File: src/rtl/ad9958_spi_responder.sv
// AD9958 serial-port responder: deserializes sclk/cs_n/sdio frames into
// buffer registers and transfers them to active outputs on io_update.
module ad9958_spi_responder #(
    parameter int         SYNC_STAGES = 2,
    parameter logic [7:0] CSR_RESET   = 8'hF0
) (
    input  logic        clock,
    input  logic        reset,
    input  logic        sclk,
    input  logic        cs_n,
    input  logic [3:0]  sdio,
    input  logic        io_update,
    input  logic        master_reset,
    output logic [31:0] ftw_ch0,
    output logic [31:0] ftw_ch1,
    output logic [9:0]  asf_ch0,
    output logic [9:0]  asf_ch1,
    output logic [1:0]  asf_en,
    output logic [3:0]  dac_fscale,
    output logic        vco_gain,
    output logic [4:0]  pll_mult,
    output logic [7:0]  csr,
    output logic        write_strobe,
    output logic [4:0]  last_addr,
    output logic        frame_error
);
    typedef enum logic [1:0] {IDLE, INSTR, DATA, SKIP} state_t;

    typedef struct packed {
        logic [31:0] ftw0;
        logic [31:0] ftw1;
        logic [9:0]  asf0;
        logic [9:0]  asf1;
        logic [1:0]  asf_en;
        logic [3:0]  dac;
        logic        vco;
        logic [4:0]  pll;
    } regs_t;

    // cs_n idles high so its synchronizer starts high
    localparam logic [7:0] PIN_INIT = 8'b0000_0010;

    logic [7:0]  pins;
    logic [7:0]  sync_q [SYNC_STAGES];
    logic [7:0]  pin_s;
    logic        sclk_d, iou_d;
    logic        sclk_rise, iou_rise, cs_hi, mr;
    logic [3:0]  s_data;

    state_t      state, state_n;
    logic [2:0]  bit_cnt;
    logic [3:0]  bpe, cnt_sum;
    logic        four, byte_done, instr_bad, last_byte;
    logic [31:0] shifter, shift_n;
    logic [4:0]  addr, commit_addr;
    logic [2:0]  bytes_left;
    logic        commit_req, err_p, commit_p;
    regs_t       buf_q, act_q;

    function automatic logic [2:0] reg_size(input logic [4:0] a);
        case (a)
            5'd0:    reg_size = 3'd1;
            5'd1:    reg_size = 3'd3;
            5'd2:    reg_size = 3'd2;
            5'd3:    reg_size = 3'd3;
            5'd4:    reg_size = 3'd4;
            5'd5:    reg_size = 3'd2;
            5'd6:    reg_size = 3'd3;
            default: reg_size = 3'd0;
        endcase
    endfunction

    assign pins = {master_reset, io_update, sdio, cs_n, sclk};
    assign pin_s = sync_q[SYNC_STAGES-1];

    always_ff @(posedge clock or posedge reset) begin
        if (reset) begin
            for (int i = 0; i < SYNC_STAGES; i++) sync_q[i] <= PIN_INIT;
            sclk_d <= 1'b0;
            iou_d  <= 1'b0;
        end else begin
            sync_q[0] <= pins;
            for (int i = 1; i < SYNC_STAGES; i++) sync_q[i] <= sync_q[i-1];
            sclk_d <= pin_s[0];
            iou_d  <= pin_s[6];
        end
    end

    assign sclk_rise = pin_s[0] & ~sclk_d;
    assign iou_rise  = pin_s[6] & ~iou_d;
    assign cs_hi     = pin_s[1];
    assign s_data    = pin_s[5:2];
    assign mr        = pin_s[7];

    assign four      = (csr[2:1] == 2'b11);
    assign bpe       = four ? 4'd4 : 4'd1;
    assign cnt_sum   = {1'b0, bit_cnt} + bpe;
    assign byte_done = sclk_rise & cnt_sum[3] & ~cs_hi;
    assign shift_n   = four ? {shifter[27:0], s_data}
                            : {shifter[30:0], s_data[0]};
    assign instr_bad = shift_n[7] | (reg_size(shift_n[4:0]) == 3'd0);
    assign last_byte = (bytes_left == 3'd1);

    always_ff @(posedge clock or posedge reset) begin
        if (reset)   state <= IDLE;
        else if (mr) state <= IDLE;
        else         state <= state_n;
    end

    always_comb begin
        state_n = state;
        unique case (state)
            IDLE:  if (!cs_hi) state_n = csr[0] ? SKIP : INSTR;
            INSTR: if (cs_hi) state_n = IDLE;
                   else if (byte_done) state_n = instr_bad ? SKIP : DATA;
            DATA:  if (cs_hi) state_n = IDLE;
                   else if (byte_done && last_byte) state_n = INSTR;
            SKIP:  if (cs_hi) state_n = IDLE;
        endcase
    end

    always_comb begin
        err_p    = 1'b0;
        commit_p = 1'b0;
        unique case (state)
            IDLE:  err_p = ~cs_hi & csr[0];
            INSTR: if (cs_hi) err_p = (bit_cnt != 3'd0);
                   else err_p = byte_done & instr_bad;
            DATA:  if (cs_hi) err_p = 1'b1;
                   else commit_p = byte_done & last_byte;
            SKIP:  err_p = 1'b0;
        endcase
    end

    always_ff @(posedge clock or posedge reset) begin
        if (reset) begin
            bit_cnt <= '0; shifter <= '0; addr <= '0; bytes_left <= '0;
            commit_req <= 1'b0; commit_addr <= '0; write_strobe <= 1'b0;
            last_addr <= '0; frame_error <= 1'b0; csr <= CSR_RESET;
            buf_q <= '0; act_q <= '0;
        end else if (mr) begin
            bit_cnt <= '0; shifter <= '0; addr <= '0; bytes_left <= '0;
            commit_req <= 1'b0; commit_addr <= '0; write_strobe <= 1'b0;
            last_addr <= '0; frame_error <= 1'b0; csr <= CSR_RESET;
            buf_q <= '0; act_q <= '0;
        end else begin
            frame_error  <= err_p;
            commit_req   <= commit_p;
            commit_addr  <= addr;
            write_strobe <= commit_req;
            if (state == IDLE || cs_hi) begin
                bit_cnt <= '0;
            end else if (sclk_rise && state != SKIP) begin
                bit_cnt <= byte_done ? 3'd0 : cnt_sum[2:0];
                shifter <= shift_n;
            end
            if (byte_done && state == INSTR) begin
                addr       <= shift_n[4:0];
                bytes_left <= reg_size(shift_n[4:0]);
            end else if (byte_done && state == DATA) begin
                bytes_left <= bytes_left - 3'd1;
            end
            // transfer samples buffers before any same-cycle commit lands
            if (iou_rise) act_q <= buf_q;
            if (commit_req) begin
                last_addr <= commit_addr;
                case (commit_addr)
                    5'd0: csr <= shifter[7:0];
                    5'd1: begin
                        buf_q.vco <= shifter[23];
                        buf_q.pll <= shifter[22:18];
                    end
                    5'd3: begin
                        if (csr[6]) buf_q.dac[1:0] <= shifter[9:8];
                        if (csr[7]) buf_q.dac[3:2] <= shifter[9:8];
                    end
                    5'd4: begin
                        if (csr[6]) buf_q.ftw0 <= shifter;
                        if (csr[7]) buf_q.ftw1 <= shifter;
                    end
                    5'd6: begin
                        if (csr[6]) buf_q.asf0 <= shifter[9:0];
                        if (csr[7]) buf_q.asf1 <= shifter[9:0];
                        if (csr[6]) buf_q.asf_en[0] <= shifter[12];
                        if (csr[7]) buf_q.asf_en[1] <= shifter[12];
                    end
                    default: ;
                endcase
            end
        end
    end

    assign ftw_ch0    = act_q.ftw0;
    assign ftw_ch1    = act_q.ftw1;
    assign asf_ch0    = act_q.asf0;
    assign asf_ch1    = act_q.asf1;
    assign asf_en     = act_q.asf_en;
    assign dac_fscale = act_q.dac;
    assign vco_gain   = act_q.vco;
    assign pll_mult   = act_q.pll;
endmodule

File: config.mk
export PLATFORM = sky130hd
export DESIGN_NAME = ad9958_spi_responder
export DESIGN_NICKNAME = d
export VERILOG_FILES = /design/src/rtl/ad9958_spi_responder.sv
export SDC_FILE = /design/constraint.sdc
export NUM_CORES = 1
export LEC_CHECK = 0
export BUFFER_PORTS_ARGS = -buffer_cell sky130_fd_sc_hd__clkbuf_2
export CAP_MARGIN = 20
export CORE_MARGIN = 3
export CORE_UTILIZATION = 60
export CTS_CLUSTER_DIAMETER = 100
export CTS_CLUSTER_SIZE = 8
export DETAILED_ROUTE_END_ITERATION = 7
export GPL_ROUTABILITY_DRIVEN = 0
export PLACE_DENSITY_LB_ADDON = 0.08
export SYNTH_ARGS = -nofsm -noshare
export SYNTH_HDL_FRONTEND = slang
export SYNTH_SLANG_ARGS = --single-unit
File: constraint.sdc
create_clock -name clock -period 20 [get_ports clock]
set_input_delay 2 -clock clock [delete_from_list [all_inputs] [get_ports clock]]
set_output_delay 2 -clock clock [all_outputs]
set_load 0.02 [all_outputs]
==> impl_metrics.json, run 1 <==
{
  "outcome": "complete, no violations",
  "dieArea_um2": 20600,
  "grt_usage": 0.253,
  "critPathLaunchType": "flop",
  "grt_pass1_vias": 8129,
  "synth_largest_area_cell": "dfrtp_1",
  "hold_path_class": "reg -> reg",
  "slew_viol_final": 0,
  "cts_made_buffers": 40,
  "start_util": 0.621,
  "crit_start": "csr[1]",
  "crit_arrival_ps": 3790,
  "place_ws_ps": 16440,
  "die_h_um": 144,
  "ys_top_cells_by_area": "dfrtp_1 (60%), nand2_1 (11%), a21oi_1 (4.6%)",
  "fin_tns_setup_ps": 0,
  "crit_chain": "and2_1, buf_4, inv_1, ha_1, a31oi_1, nor3_4, o221ai_1, nand2_1, a21oi_1",
  "layout.nets": 1253,
  "setup_viol": 0,
  "vdd_drop_max_mv": 0.0718,
  "end_kind": "flop",
  "fin_crit_ps": 3450,
  "worstMarginPinSlew_ps": 1030,
  "core-area_um2": 18300,
  "drc": 0,
  "synth_seq_cells": 276,
  "ctsHoldBuffers": 0,
  "max-clock-path-buffers": 3,
  "yosysMostFrequentCell": "nand2_1",
  "port-buffer-count": 120,
  "p_sw_w": 0.000260,
  "post_synth_num_cell_types": 54,
  "cts_max_level": 2,
  "die_x_um": 144,
  "grt_setup_unrepaired": "no",
  "synth-edff-count": 0,
  "critical-path-top-delay-family": "buffers and inverters",
  "clk_latency_ps": 500,
  "cp_num_buf_inv": 2,
  "io_pins": 121,
  "critPathKind": "reg -> reg",
  "cpPeakStageDelay_ps": 780,
  "grt_pass1_wl_mm": 42.2,
  "utilization": 0.718,
  "syn_area_per_cell_um2": 9.89,
  "drt-pass1-iter-count": 5,
  "critPathSlowestCell": "inv_1",
  "synth_area_um2": 11400,
  "antenna_cells": 0,
  "grt_max_degree": 162,
  "path_max_fanout": 35,
  "period_share": 0.173,
  "cts_root_buffer": "clkbuf_16",
  "synthFlopType": "dfrtp_1",
  "antenna_left": 0,
  "path_clk_slew_ps": 50,
  "antenna_found_initial": 0,
  "yosys_warnings": 0,
  "yosysTopAreaCellShare": 0.595,
  "p_leak_nw": 5.86,
  "synth-seq-area-share": 0.609,
  "finalHoldViolCount": 0,
  "dr_total_vias": 8403,
  "wire_per_inst_um": 17.2,
  "fmax_mhz": 290,
  "post_cts_buffers": 0,
  "overflow": 0,
  "relSlewSlack": 0.313,
  "total_power_w": 0.00121,
  "pwr-share-clk": 0.490,
  "synth_common_cells": "nand2_1 (343), dfrtp_1 (270), a21oi_1 (104)",
  "drive_gt1_frac": 0.171,
  "fin_ws_ps": 16550,
  "cap_violations": 0,
  "combPwrFrac": 0.036,
  "area_growth_pct": 15.5,
  "internal_power_w": 0.000952,
  "min_from": "sync_q[8]",
  "rows": 49,
  "cts_resized": 0,
  "tritoncts": "done",
  "worst_clock_skew_ps": 12.1,
  "cp_data_required_time_ps": 20340,
  "finalWirelength_mm": 25.4,
  "drtIter0Drc": 492,
  "synthCells": 1148,
  "p_sw_frac": 0.215,
  "cts_sinks": 276,
  "power_density_nw_per_um2": 92.4,
  "rr_startpoint": "csr[1]",
  "seqPwrFrac": 0.474,
  "synth_nets": 1163,
  "avgViaCountPerCell": 5.70,
  "ys_async_sr_fraction": 1.00,
  "hpwl_mm": 14.9
}
state kept, by name, summed over array words and instances (netlist names), 5 cells and up:
register and count:
last_addr 5, csr 8, ftw_ch1 32, shifter 32
pll_mult 5, asf_ch0 10, sync_q 8, pin_s 8
addr 5, asf_ch1 10, buf_q 96, commit_addr 5
ftw_ch0 32
cells by family after synthesis:
logic type,after synthesis,synth area share
buf+inv,93,0.0360
simple gates,483,0.178
mux,23,0.0204
xor+xnor,1,0.000772
fa+ha+maj,5,0.00551
compound gates,267,0.150
flops,276,0.609
layout by cell type (no fill, tap or decap), types with 4 or more instances in the layout:
cell type / instances
nor4_1: 4
nor2_1: 66
a311oi_2: 20
nor3_1: 5
buf_4: 9
dfstp_2: 6
clkbuf_16: 41
inv_1: 9
ha_1: 5
mux2i_1: 22
nor2b_1: 10
nand2b_1: 37
clkbuf_2: 120
clkbuf_1: 8
dfrtp_1: 269
a21oi_1: 104
a311oi_1: 7
a211o_1: 6
nand2_1: 343
o21ai_0: 96
a211oi_1: 9
power groups by stage:
stage	combinational (W)	clock, W	sequential (W)
after floorplan	0.0000337	0	0.000580
after global placement	0.0000428	0	0.000583
after detailed placement	0.0000432	0	0.000583
after CTS	0.0000435	0.000605	0.000574
after global routing	0.0000489	0.000629	0.000575
final	0.0000432	0.000594	0.000574
area by class of cell:
cell class	count	area, um^2
sequential	276	6920
multi-input combinational	779	4060
clock buffer	49	1060
tap	229	287
fill	1420	5160
clock inverter	1	30.0
inverter	10	45.0
timing repair buffer	131	716
routing by layer:
layer | vias up | share of wire | track usage
li1 | 4011 | - | -
met1 | 4163 | 0.47 | 0.382
met2 | 190 | 0.47 | 0.387
met3 | 39 | 0.044 | 0.0443
met4 | 0 | 0.017 | 0.0669
met5 | - | 0 | 0
through the flow:
stage / area [um^2] / hold WS, ps / instances
2_1_floorplan: 11400 / 331 / 1148
3_3_place_gp: 12000 / 332 / 1424
3_5_place_dp: 12000 / 337 / 1424
4_1_cts: 13100 / 348 / 1474
5_1_grt: 13100 / 363 / 1475
6_report: 13100 / 346 / 1475
worst reg2reg max path, delay by kind of cell, from the launching register on:
family                   cells  cell delay, ps
AO/OA/AOI/OAI                3             560
adder cells (fa/ha/maj)      1             340
buffers and inverters        2            1030
flip-flops                   1             430
AND/OR/NAND/NOR              3             920
final timing paths:
check	to	slack [ps]	cells past startpoint
max reg2reg	bytes_left[2]	16550	9
max in group asynchronous	shifter[27]	17050	3
min reg2reg	pin_s[0]	350	0
min in group asynchronous	ftw_ch0[27]	1670	2
max	bytes_left[2]	16550	9
min	pin_s[0]	350	0
(Power assumes the default switching activity.)
==> run 2: changes to the inputs <==
--- a/config.mk
+++ b/config.mk
@@ -8,7 +8,7 @@
 export BUFFER_PORTS_ARGS = -buffer_cell sky130_fd_sc_hd__clkbuf_2
 export CAP_MARGIN = 20
 export CORE_MARGIN = 3
-export CORE_UTILIZATION = 60
+export CORE_UTILIZATION = 58
 export CTS_CLUSTER_DIAMETER = 100
 export CTS_CLUSTER_SIZE = 8
 export DETAILED_ROUTE_END_ITERATION = 7
==> constraint.sdc (replaced) <==
create_clock -name clock -period 3.59 [get_ports clock]
set_input_delay 0.359 -clock clock [delete_from_list [all_inputs] [get_ports clock]]
set_output_delay 0.359 -clock clock [all_outputs]
set_load 0.02 [all_outputs]
==> impl_metrics.json, run 2 (synthesis results as in run 1) <==
{
  "cts_made_buffers": 40,
  "end_kind": "flop",
  "die_x_um": 146,
  "grt_usage": 0.241,
  "slew_viol_final": 0,
  "layout.nets": 1264,
  "critPathLaunchType": "flop",
  "period_share": 0.680,
  "cts_resized": 0,
  "fin_ws_ps": 1150,
  "rrSetupSlack_ps": 1150,
  "drive_gt1_frac": 0.172,
  "overflow": 0,
  "grt_pass1_wl_mm": 43.0,
  "max-clock-path-buffers": 3,
  "finalHoldViolCount": 6,
  "area_growth_pct": 16.9,
  "whs_ps": -13.7,
  "crit_end": "bytes_left[2]",
  "cp_data_required_time_ps": 3940,
  "reg2reg_to": "bytes_left[2]",
  "dr_total_vias": 8409,
  "grt_pass1_vias": 8268,
  "hold_path_class": "in -> async",
  "hpwl_mm": 15.3,
  "core-area_um2": 19000,
  "r2r_cells": 7,
  "finalWirelength_mm": 25.4,
  "io_pins": 121,
  "grt_max_degree": 137,
  "dieArea_um2": 21300,
  "grt_setup_unrepaired": "no",
  "antenna_left": 0,
  "outcome": "complete, but fails checks",
  "largest_reg_flops": 96,
  "drtIter0Drc": 486,
  "power_density_nw_per_um2": 512,
  "setup_viol": 0,
  "final_cell_mix": "nand2_1 (343), dfrtp_1 (269), clkbuf_2 (120)",
  "clk_latency_ps": 510,
  "avgViaCountPerCell": 5.53,
  "path_clk_slew_ps": 50,
  "worstMarginPinSlew_ps": 1080,
  "wire_per_inst_um": 16.7,
  "drc": 0,
  "crit_arrival_ps": 2790,
  "vdd_drop_max_mv": 0.365,
  "drt-pass1-iter-count": 5,
  "post_cts_buffers": 0,
  "fin_crit_ps": 2440,
  "p_leak_nw": 5.90,
  "antenna_found_initial": 0,
  "die_h_um": 146,
  "rows": 50,
  "regMostFlops": "buf_q",
  "cts_max_level": 2,
  "start_util": 0.599,
  "final_common_cell": "nand2_1",
  "antenna_cells": 0,
  "crit_start": "csr[2]",
  "relSlewSlack": 0.278,
  "fin_tns_setup_ps": 0,
  "path_max_fanout": 16,
  "cap_violations": 0,
  "port-buffer-count": 120,
  "cts_root_buffer": "clkbuf_16",
  "tritoncts": "done",
  "cts_sinks": 276,
  "place_ws_ps": 1190,
  "violations": "negative hold slack",
  "critPathKind": "reg -> reg",
  "rr_startpoint": "csr[2]",
  "fmax_mhz": 410,
  "worst_clock_skew_ps": 13.4
}
[run 2: cell count changes in the layout (fill, tap and decap cells not counted)]
cell,before,now
dlygate4sd3_1,0,8
clkbuf_1,8,11
buf_12,1,3
buf_4,9,11
buf_16,1,0
clkbuf_16,41,40
clkinv_8,0,1
clkinvlp_4,0,1
inv_6,0,1
inv_8,1,0
[run 2: cell type report]
class                   instances  area, um^2
clock inverters                 3        55.1
well taps                     260         325
multi-input cells             779        4060
flip-flops and latches        276        6920
fillers                      1524        5690
clock buffers                  51        1040
inverters                      10        41.3
repair buffers                142         823
[run 2: worst min-delay path by stage]
stage | start | to | cells past startpoint
finish | reset | ftw_ch0[25] | 3
floorplan | sync_q[8] | pin_s[0] | 0
global route | reset | ftw_ch0[25] | 3
global placement | sync_q[10] | pin_s[2] | 0
detailed placement | sync_q[11] | pin_s[3] | 0
CTS | reset | ftw_ch0[25] | 3
[run 2: per-stage QoR]
step	hold slack (ps)	area, um^2	cells	power [W]	util
finish	-13.7	13300	1521	0.00679	0.700
global route	27.5	13300	1521	0.00701	0.700
CTS	16.2	13300	1521	0.00684	0.700
detailed placement	335	12100	1459	0.00349	0.638
global placement	333	12100	1459	0.00349	0.638
floorplan	331	11400	1148	0.00342	-
[run 2: routing by layer]
metal  global-route usage  vias to the layer above  share of wire
met3               0.0405                       40          0.048
met2                0.379                      199           0.48
met4               0.0613                        0          0.015
li1                     -                     4029              -
met5                    0                        -              0
met1                0.356                     4141           0.46
[run 2: report_power, final]
part	leakage, nW	internal, W	switching, W
clock network	0.531	0.00208	0.00127
registers	3.79	0.00316	0.0000398
logic	1.58	0.0000576	0.000192
[run 2: critical path, cell delays in order (launching register included)]
cell      delay (ps)
dfrtp_1          450
and2_1           200
ha_1             330
a31oi_1          250
nor3_4           610
o221ai_1         230
nand2_1          130
a21oi_1           80
[run 2: what timing repair did]
item / 4_1_cts / 5_1_grt
endpoints found under the hold margin: 8 / 0
hold buffers: 8 / 0
setup endpoints to repair: 0 / 0
==> run 3: changes to the inputs <==
==> constraint.sdc (replaced) <==
create_clock -name clock -period 2.4 [get_ports clock]
set_input_delay 0.24 -clock clock [delete_from_list [all_inputs] [get_ports clock]]
set_output_delay 0.24 -clock clock [all_outputs]
set_load 0.02 [all_outputs]
==> impl_metrics.json, run 3 (synthesis results as in run 1) <==
{
  "max-clock-path-buffers": 3,
  "period_share": 0.848,
  "vdd_drop_max_mv": 0.608,
  "start_util": 0.599,
  "place_inst": 1471,
  "drive_gt1_frac": 0.182,
  "die_h_um": 146,
  "wire_per_inst_um": 16.5,
  "cts_resized": 0,
  "area_growth_pct": 18.9,
  "crit_arrival_ps": 2390,
  "drc": 0,
  "postPlaceCellArea_um2": 12300,
  "combPwrFrac": 0.039,
  "final_common_cell": "nand2_1",
  "antenna_found_initial": 0,
  "io_pins": 121,
  "tritoncts": "done",
  "worstMarginPinSlew_ps": 609,
  "path_clk_slew_ps": 50,
  "grt_pass1_wl_mm": 43.1,
  "relSlewSlack": 0.594,
  "critPathKind": "reg -> reg",
  "grt_setup_unrepaired": "no",
  "grt_pass1_vias": 8433,
  "cts_sinks": 276,
  "cpPeakStageDelay_ps": 500,
  "grt_max_degree": 70,
  "dr_total_vias": 8557,
  "fin_area_um2": 13500,
  "cap_violations": 0,
  "rrSetupSlack_ps": 370,
  "fin_crit_ps": 2030,
  "worst_clock_skew_ps": 19.4,
  "p_sw_frac": 0.216,
  "post_cts_buffers": 0,
  "whs_ps": 334,
  "crit_chain": "nor2b_1, and3b_1, a31oi_4, buf_4, o21ai_0",
  "hold_path_class": "in -> async",
  "p_leak_nw": 6.01,
  "outcome": "complete, no violations",
  "critPathLaunchType": "flop",
  "reg2reg_to": "buf_q[41]",
  "pwr-share-clk": 0.497,
  "internal_power_w": 0.00807,
  "fmax_mhz": 491,
  "p_sw_w": 0.00223,
  "rows": 50,
  "power_density_nw_per_um2": 763,
  "cts_made_buffers": 40,
  "setup_viol": 0,
  "regMostFlops": "buf_q",
  "clk_latency_ps": 520,
  "end_kind": "flop",
  "antenna_left": 0,
  "cp_data_required_time_ps": 2760,
  "drt-pass1-iter-count": 5,
  "dieArea_um2": 21300,
  "grt_usage": 0.244,
  "cts_max_level": 2,
  "critical-path-top-delay-family": "compound AO/OA/AOI/OAI gates",
  "die_x_um": 146,
  "seqPwrFrac": 0.464,
  "antenna_cells": 0,
  "drtIter0Drc": 589,
  "avgViaCountPerCell": 5.57,
  "stdcell_count": 1537,
  "r2r_cells": 5,
  "cp_num_buf_inv": 1,
  "final_cell_mix": "nand2_1 (343), dfrtp_1 (269), clkbuf_2 (120)",
  "rr_startpoint": "commit_addr[2]",
  "hpwl_mm": 15.9,
  "critPathSlowestCell": "buf_4",
  "port-buffer-count": 120,
  "largest_reg_flops": 96,
  "utilization": 0.712,
  "cts_root_buffer": "clkbuf_16",
  "overflow": 0,
  "finalWirelength_mm": 25.4,
  "core-area_um2": 19000,
  "layout.nets": 1277,
  "slew_viol_final": 0,
  "path_max_fanout": 54,
  "finalHoldViolCount": 0
}
-- run 3: changes by cell type in the layout (fill, tap and decap cells not counted), moves of 2 or more --
cell,previous run,this run
buf_4,11,18
buf_12,3,8
clkbuf_16,40,42
clkbuf_1,11,13
-- run 3: worst reg2reg max path, stage by stage, from the launching register on --
cell	delay (ps)
dfrtp_1	400
nor2b_1	150
and3b_1	240
a31oi_4	380
buf_4	500
o21ai_0	220
-- run 3: timing repair --
item	in CTS	in global routing
endpoints found under the setup margin	0	0
hold endpoints to repair	21	0
hold buffers	9	0
-- run 3: cell type report --
type	instances	area (um^2)
Inverter	10	41.3
Sequential cell	276	6920
Clock buffer	55	1100
Fill cell	1527	5460
Timing Repair Buffer	155	986
Multi-Input combinational cell	779	4080
Clock inverter	2	46.3
Tap cell	260	325
-- run 3: metal layers --
metal,GRT usage,part of all wire
met4,0.0769,0.024
met3,0.0371,0.044
met2,0.382,0.48
met1,0.357,0.45
met5,0,0
-- run 3: stage by stage --
stage,setup TNS [ps],setup WS [ps],total power [W]
floorplan,-404440,-1490,0.00511
global placement,0,464,0.00524
detailed placement,0,425,0.00525
CTS,0,367,0.0104
global route,0,225,0.0107
finish,0,365,0.0103
-- run 3: worst max-delay path by stage --
stage	cells after the start	slack (ps)	end	startpoint
after floorplan	1	-1490	addr[0]	reset
after global placement	5	460	buf_q[55]	commit_addr[2]
after detailed placement	5	420	buf_q[52]	commit_addr[2]
after CTS	5	370	buf_q[41]	commit_addr[2]
after global routing	5	220	buf_q[41]	commit_addr[2]
final	5	370	buf_q[41]	commit_addr[2]
-- run 3: power by group through the flow --
stage | clock network, W | registers [W] | logic, W
final | 0.00512 | 0.00478 | 0.000404
after CTS | 0.00522 | 0.00477 | 0.000413
after global routing | 0.00544 | 0.00478 | 0.000456
after global placement | 0 | 0.00485 | 0.000396
after detailed placement | 0 | 0.00485 | 0.000401
after floorplan | 0 | 0.00483 | 0.000281
